File: src/rtl/peres_pkg.sv
// Shared Peres-gate types and helpers for the reversible adder.
// Gate model: P = a, Q = a^b, R = (a&b)^c.
package peres_pkg;

  typedef struct packed {
    logic p;
    logic q;
    logic r;
  } peres_t;

  localparam logic OP_ADD = 1'b0;
  localparam logic OP_SUB = 1'b1;

  function automatic peres_t peres(
    input logic a,
    input logic b,
    input logic c
  );
    peres_t g;
    g.p = a;
    g.q = a ^ b;
    g.r = (a & b) ^ c;
    return g;
  endfunction

  function automatic int seg_width(
    input int width,
    input int stages
  );
    return width / stages;
  endfunction

endpackage

File: src/rtl/peres_fa_slice.sv
// SLICE-bit ripple of two-Peres full adders (combinational).
// Ports: a, b (b_eff), cin -> sum, cout, c_msb_in, g0 (P1), g1 (P2).
module peres_fa_slice
  import peres_pkg::*;
#(
  parameter int SLICE = 4
) (
  input  logic [SLICE-1:0] a,
  input  logic [SLICE-1:0] b,
  input  logic             cin,
  output logic [SLICE-1:0] sum,
  output logic             cout,
  output logic             c_msb_in,
  output logic [SLICE-1:0] g0,
  output logic [SLICE-1:0] g1
);

  logic [SLICE:0] c;
  peres_t         t1;
  peres_t         t2;

  always_comb begin
    c    = '0;
    c[0] = cin;
    sum  = '0;
    g0   = '0;
    g1   = '0;
    t1   = '0;
    t2   = '0;
    for (int i = 0; i < SLICE; i++) begin
      t1       = peres(a[i], b[i], 1'b0);
      t2       = peres(t1.q, c[i], t1.r);
      sum[i]   = t2.q;
      c[i+1]   = t2.r;
      g0[i]    = t1.p;
      g1[i]    = t2.p;
    end
  end

  assign cout     = c[SLICE];
  assign c_msb_in = c[SLICE-1];

endmodule

File: src/rtl/peres_pipe_adder.sv
// Pipelined reversible add/sub built from Peres-gate full adders.
// Ports: valid/ready in (a,b,cin,op_sub), valid/ready out (sum,cout,ovf,garb).
module peres_pipe_adder
  import peres_pkg::*;
#(
  parameter int WIDTH  = 16,
  parameter int STAGES = 4
) (
  input  logic               clk,
  input  logic               rst_n,
  input  logic               in_valid,
  output logic               in_ready,
  input  logic [WIDTH-1:0]   a,
  input  logic [WIDTH-1:0]   b,
  input  logic               cin,
  input  logic               op_sub,
  output logic               out_valid,
  input  logic               out_ready,
  output logic [WIDTH-1:0]   sum,
  output logic               cout,
  output logic               ovf,
  output logic [2*WIDTH-1:0] garb
);

  localparam int SW = seg_width(WIDTH, STAGES);
  localparam int L  = STAGES - 1;

  if (WIDTH < 2 || STAGES < 1 || STAGES > WIDTH ||
      WIDTH % STAGES != 0) begin : g_bad_cfg
    $error("peres_pipe_adder: illegal WIDTH/STAGES");
  end

  // Every register carries full-width words; bits above the
  // processed boundary of sum/garbage are don't-care until
  // a later segment fills them.
  typedef struct packed {
    logic [WIDTH-1:0] a;
    logic [WIDTH-1:0] b;
    logic [WIDTH-1:0] sum;
    logic [WIDTH-1:0] g0;
    logic [WIDTH-1:0] g1;
    logic             carry;
    logic             cmsb;
  } seg_t;

  seg_t              seed;
  seg_t              src   [STAGES];
  seg_t              nxt   [STAGES];
  seg_t              seg_q [STAGES];
  logic [STAGES-1:0] valid;
  logic [STAGES-1:0] vin;
  logic [STAGES:0]   rdy;

  assign seed = '{
    a:     a,
    b:     b ^ {WIDTH{op_sub == OP_SUB}},
    sum:   '0,
    g0:    '0,
    g1:    '0,
    carry: cin ^ (op_sub == OP_SUB),
    cmsb:  1'b0
  };

  always_comb begin
    rdy         = '0;
    rdy[STAGES] = out_ready;
    for (int k = STAGES - 1; k >= 0; k--) begin
      rdy[k] = !valid[k] || rdy[k+1];
    end
  end

  for (genvar k = 0; k < STAGES; k++) begin : g_seg
    localparam int LO = k * SW;

    logic [SW-1:0]    s;
    logic [SW-1:0]    p1;
    logic [SW-1:0]    p2;
    logic             co;
    logic             cm;
    logic [WIDTH-1:0] sum_n;
    logic [WIDTH-1:0] g0_n;
    logic [WIDTH-1:0] g1_n;

    if (k == 0) begin : g_first
      assign src[k] = seed;
      assign vin[k] = in_valid;
    end else begin : g_next
      assign src[k] = seg_q[k-1];
      assign vin[k] = valid[k-1];
    end

    peres_fa_slice #(
      .SLICE(SW)
    ) u_slice (
      .a        (src[k].a[LO +: SW]),
      .b        (src[k].b[LO +: SW]),
      .cin      (src[k].carry),
      .sum      (s),
      .cout     (co),
      .c_msb_in (cm),
      .g0       (p1),
      .g1       (p2)
    );

    always_comb begin
      sum_n           = src[k].sum;
      g0_n            = src[k].g0;
      g1_n            = src[k].g1;
      sum_n[LO +: SW] = s;
      g0_n[LO +: SW]  = p1;
      g1_n[LO +: SW]  = p2;
    end

    assign nxt[k] = '{
      a:     src[k].a,
      b:     src[k].b,
      sum:   sum_n,
      g0:    g0_n,
      g1:    g1_n,
      carry: co,
      cmsb:  cm
    };
  end

  always_ff @(posedge clk or negedge rst_n) begin
    if (!rst_n) begin
      valid <= '0;
      for (int k = 0; k < STAGES; k++) begin
        seg_q[k] <= '0;
      end
    end else begin
      for (int k = 0; k < STAGES; k++) begin
        if (rdy[k]) begin
          valid[k] <= vin[k];
          if (vin[k]) begin
            seg_q[k] <= nxt[k];
          end
        end
      end
    end
  end

  assign in_ready  = rdy[0];
  assign out_valid = valid[L];
  assign sum       = seg_q[L].sum;
  assign cout      = seg_q[L].carry;
  assign ovf       = seg_q[L].carry ^ seg_q[L].cmsb;
  assign garb      = {seg_q[L].g1, seg_q[L].g0};

endmodule

File: config.mk
export PLATFORM = sky130hd
export DESIGN_NAME = peres_pipe_adder
export DESIGN_NICKNAME = d
export VERILOG_FILES = /design/src/rtl/peres_pkg.sv /design/src/rtl/peres_fa_slice.sv /design/src/rtl/peres_pipe_adder.sv
export SDC_FILE = /design/constraint.sdc
export NUM_CORES = 1
export LEC_CHECK = 0
export CORE_ASPECT_RATIO = 1.2
export CORE_MARGIN = 3
export CORE_UTILIZATION = 63
export DETAILED_ROUTE_END_ITERATION = 16
export DONT_BUFFER_PORTS = 1
export MAX_ROUTING_LAYER = met4
export PLACE_DENSITY = 0.81
export SETUP_SLACK_MARGIN = 0.1
export SLEW_MARGIN = 15
export SYNTH_ARGS = -nofsm -noshare
export SYNTH_HDL_FRONTEND = slang
export SYNTH_HIERARCHICAL = 1
export SYNTH_SLANG_ARGS = --single-unit
File: constraint.sdc
create_clock -name clk -period 3.2 [get_ports clk]
set_input_delay 0.48 -clock clk [delete_from_list [all_inputs] [get_ports clk]]
set_output_delay 0.48 -clock clk [all_outputs]
set_load 0.05 [all_outputs]
==> metrics.md <==
| Metric | Value |
|---|---|
| CP Launch Type | register |
| Final-stage net count | around 550 |
| Peak VDD IR | 583 µV |
| Hold Path Class | input port to asynchronous set/reset pin |
| Clk root buf | clkbuf_16 |
| Outcome | finished with violations |
| Reg-to-Reg Start | nxt[78] |
| Worst skew pair latency | roughly 0.41 ns |
| Placed wire-length estimate | 8040 µm |
| Total wire length | around 12,000 µm |
| Antenna violations before repair | 0 |
| Sequential-to-total area share from yosys stat | approximately 55% |
| RSZ-0062 raised after global routing | no |
| Share of cells above drive strength 1 | 43.6% |
| Area share of the largest cell type after synthesis | between 50% and 60% |
| GPL Wtd Cong | between 0.7 and 0.8 |
| Post-CTS resize count | 0 |
| Drt pass-1 iters | 4 |
| CTS tree | yes |
| Setup TNS | 0 ns |
| Number of unique standard cell types used by synthesis | 17 |
| Total grt overflow | 0 |
| Core ar. | approximately 12,000 µm² |
| Die X | 109 µm |
| R2R Setup Slk | roughly 0.75 ns |
| First-pass GRT wire length | ~21,000 µm |
| CP arrival | 2.75 ns |
| TritonCTS Buffers | 17 |
| Most common cell after layout, fill and taps aside | dfrtp_1 |
| Final setup fails | 0 |
| Crit path required time | between 3 and 4 ns |
| Critical path endpoint category | register |
| Worst Tran Pin Value | roughly 0.64 ns |
| Clock Sinks | ~180 |
| Die Ht | approximately 130 µm |
| Final min period | between 2 and 2.5 ns |
| PwrDens | around 1000 nW/µm² |
| Yosys warning count | 6 |
| Max_slew headroom | between 50% and 60% |
| Clock input transition at the sequential cells of the worst setup and hold paths | roughly 0.07 ns |
| Syn avg cell area | 15.0 µm² |
| H-tree levels | 4 |
| Setup Skew | roughly 0.0083 ns |
| Via density | ~5.4 |
| Final Max Slew Viols | 0 |
| Syn Std Cell Area | 8040 µm² |
| Post-detailed-route count of antenna-violating nets | 0 |
| Post-CTS setup buffer count | 0 |
| Leading area contributor after synthesis | dfrtp_1 |
| Util after Layout | 67.1% |
| Final worst setup slack | about 0.75 ns |
| Std-Cell Rows | between 40 and 50 |
| Number of global-route vias before repair | ~3,900 |
| Reg2reg path depth | 9 |
| DRC viols | 0 |
| Endpoints failing hold | 177 |
| Max Buffers Root-to-Sink | 2 |
| Initial DRC count | 155 |
| Critical path class | register to register |
| WL/cell | around 19 µm |
| Full die area | roughly 14,000 µm² |
| Port Buffers | 0 |
| Number of antenna diodes | 0 |
| Max-cap viol count | 0 |
| Hold slack | -0.244 ns |
| GRT Overall Usage | 19.6% |
| Violated checks | negative hold slack |
| Ports | 90 |
| Most frequent cells in the layout | dfrtp_1, mux2_2, inv_1 |
| Register bit count reported by yosys | roughly 180 |
| Crit Path Max Fanout | 4 |
| Dpl ws | 0.553 ns |
| Leakage | 0.00375 µW |
| Starting density of the core | roughly 65% |
| Critical R2R Capture | sum[15] |
| Final period utilization | between 70% and 80% |
| Area delta synth->final | 2.51% |
| Max Clock Freq | approximately 410 MHz |
| Largest net degree at the start of global routing | around 180 |
| Mapped Nets | between 600 and 700 |
| Via count | approximately 3,500 |
| Largest cells by area after synthesis | dfrtp_1, mux2_2, buf_4 |
| Post-Synthesis Cells | 536 |
==> how the worst max path moves through the flow <==
| stage | from | to | slack [ns] | depth (start not counted) |
|---|---|---|---|---|
| finish | nxt[78] | sum[15] | 0.75 | 9 |
| global route | nxt[78] | sum[15] | 0.58 | 9 |
| CTS | nxt[78] | sum[15] | 0.71 | 9 |
| detailed placement | op_sub | g_seg[1].sum_n[3] | 0.55 | 10 |
| global placement | op_sub | g_seg[1].sum_n[3] | 0.61 | 10 |
| floorplan | op_sub | g_seg[1].sum_n[3] | 0.18 | 12 |
==> flip-flops by register name (all words and copies together) (netlist names) <==
| signal | count |
|---|---|
| g_seg.sum_n | 24 |
| nxt | 48 |
| cout | 1 |
| g_seg.g0_n | 24 |
| valid | 4 |
| sum | 16 |
| g_seg.g1_n | 24 |
| garb | 32 |
| seg_q | 4 |
==> Yosys cell counts <==
cell type  instances
buf_4             68
buf_12             3
fa_1              16
mux2_4            30
buf_2             11
inv_1             40
nand4b_1           1
dfrtp_1          177
nand2b_1           5
nand3b_1           1
xor2_1            18
and4b_1            1
ha_1              16
buf_6              1
mux2_2           143
a21boi_1           1
nand2_1            4
==> power breakdown <==
group / internal (µW) / switching (µW)
Sequential: 3120 / 1740
Combinational: 1040 / 638
Clock: 1090 / 836
==> worst max-delay path, cell delays in order, from the launching register on <==
cell	delay [ns]
dfrtp_1	0.38
inv_1	0.07
fa_1	0.41
inv_1	0.08
fa_1	0.17
inv_1	0.05
fa_1	0.38
inv_1	0.10
fa_1	0.42
mux2_2	0.27
==> cell type report <==
class	instances	area (µm²)
repair buffers	7	65.1
clock buffers	19	443
fillers	845	4040
well taps	161	201
multi-input cells	236	2840
flip-flops and latches	177	4430
clock inverters	12	110
inverters	40	150
==> metal layers <==
layer  vias up  wire (µm)  track usage [%]
li1       1591          -                -
met1      1817       5370             26.0
met2        71       6090             30.0
met3        14        582             5.39
met4         0        144             5.87
met5         -          0                -
==> stage by stage <==
step | hold slack, ns | cells | power [µW] | cell area (µm²)
floorplan | 0.184 | 536 | 6660 | 8040
global placement | 0.188 | 621 | 6480 | 7680
detailed placement | 0.189 | 621 | 6630 | 7680
CTS | -0.257 | 652 | 8590 | 8240
global route | -0.271 | 652 | 8990 | 8240
finish | -0.244 | 652 | 8470 | 8240
==> cell families (layout without fill, tap and decap cells) <==
| family | count (synthesis) | in the layout | synth area share, % |
|---|---|---|---|
| AO/OA/AOI/OAI | 1 | 1 | 0.0935 |
| XOR/XNOR | 18 | 18 | 1.96 |
| adder cells (fa/ha/maj) | 32 | 32 | 6.48 |
| buffers and inverters | 123 | 78 | 9.79 |
| flip-flops | 177 | 177 | 55.1 |
| multiplexers | 173 | 173 | 25.6 |
| AND/OR/NAND/NOR | 12 | 12 | 0.903 |
No activity file was read; power rests on OpenSTA's default activity.
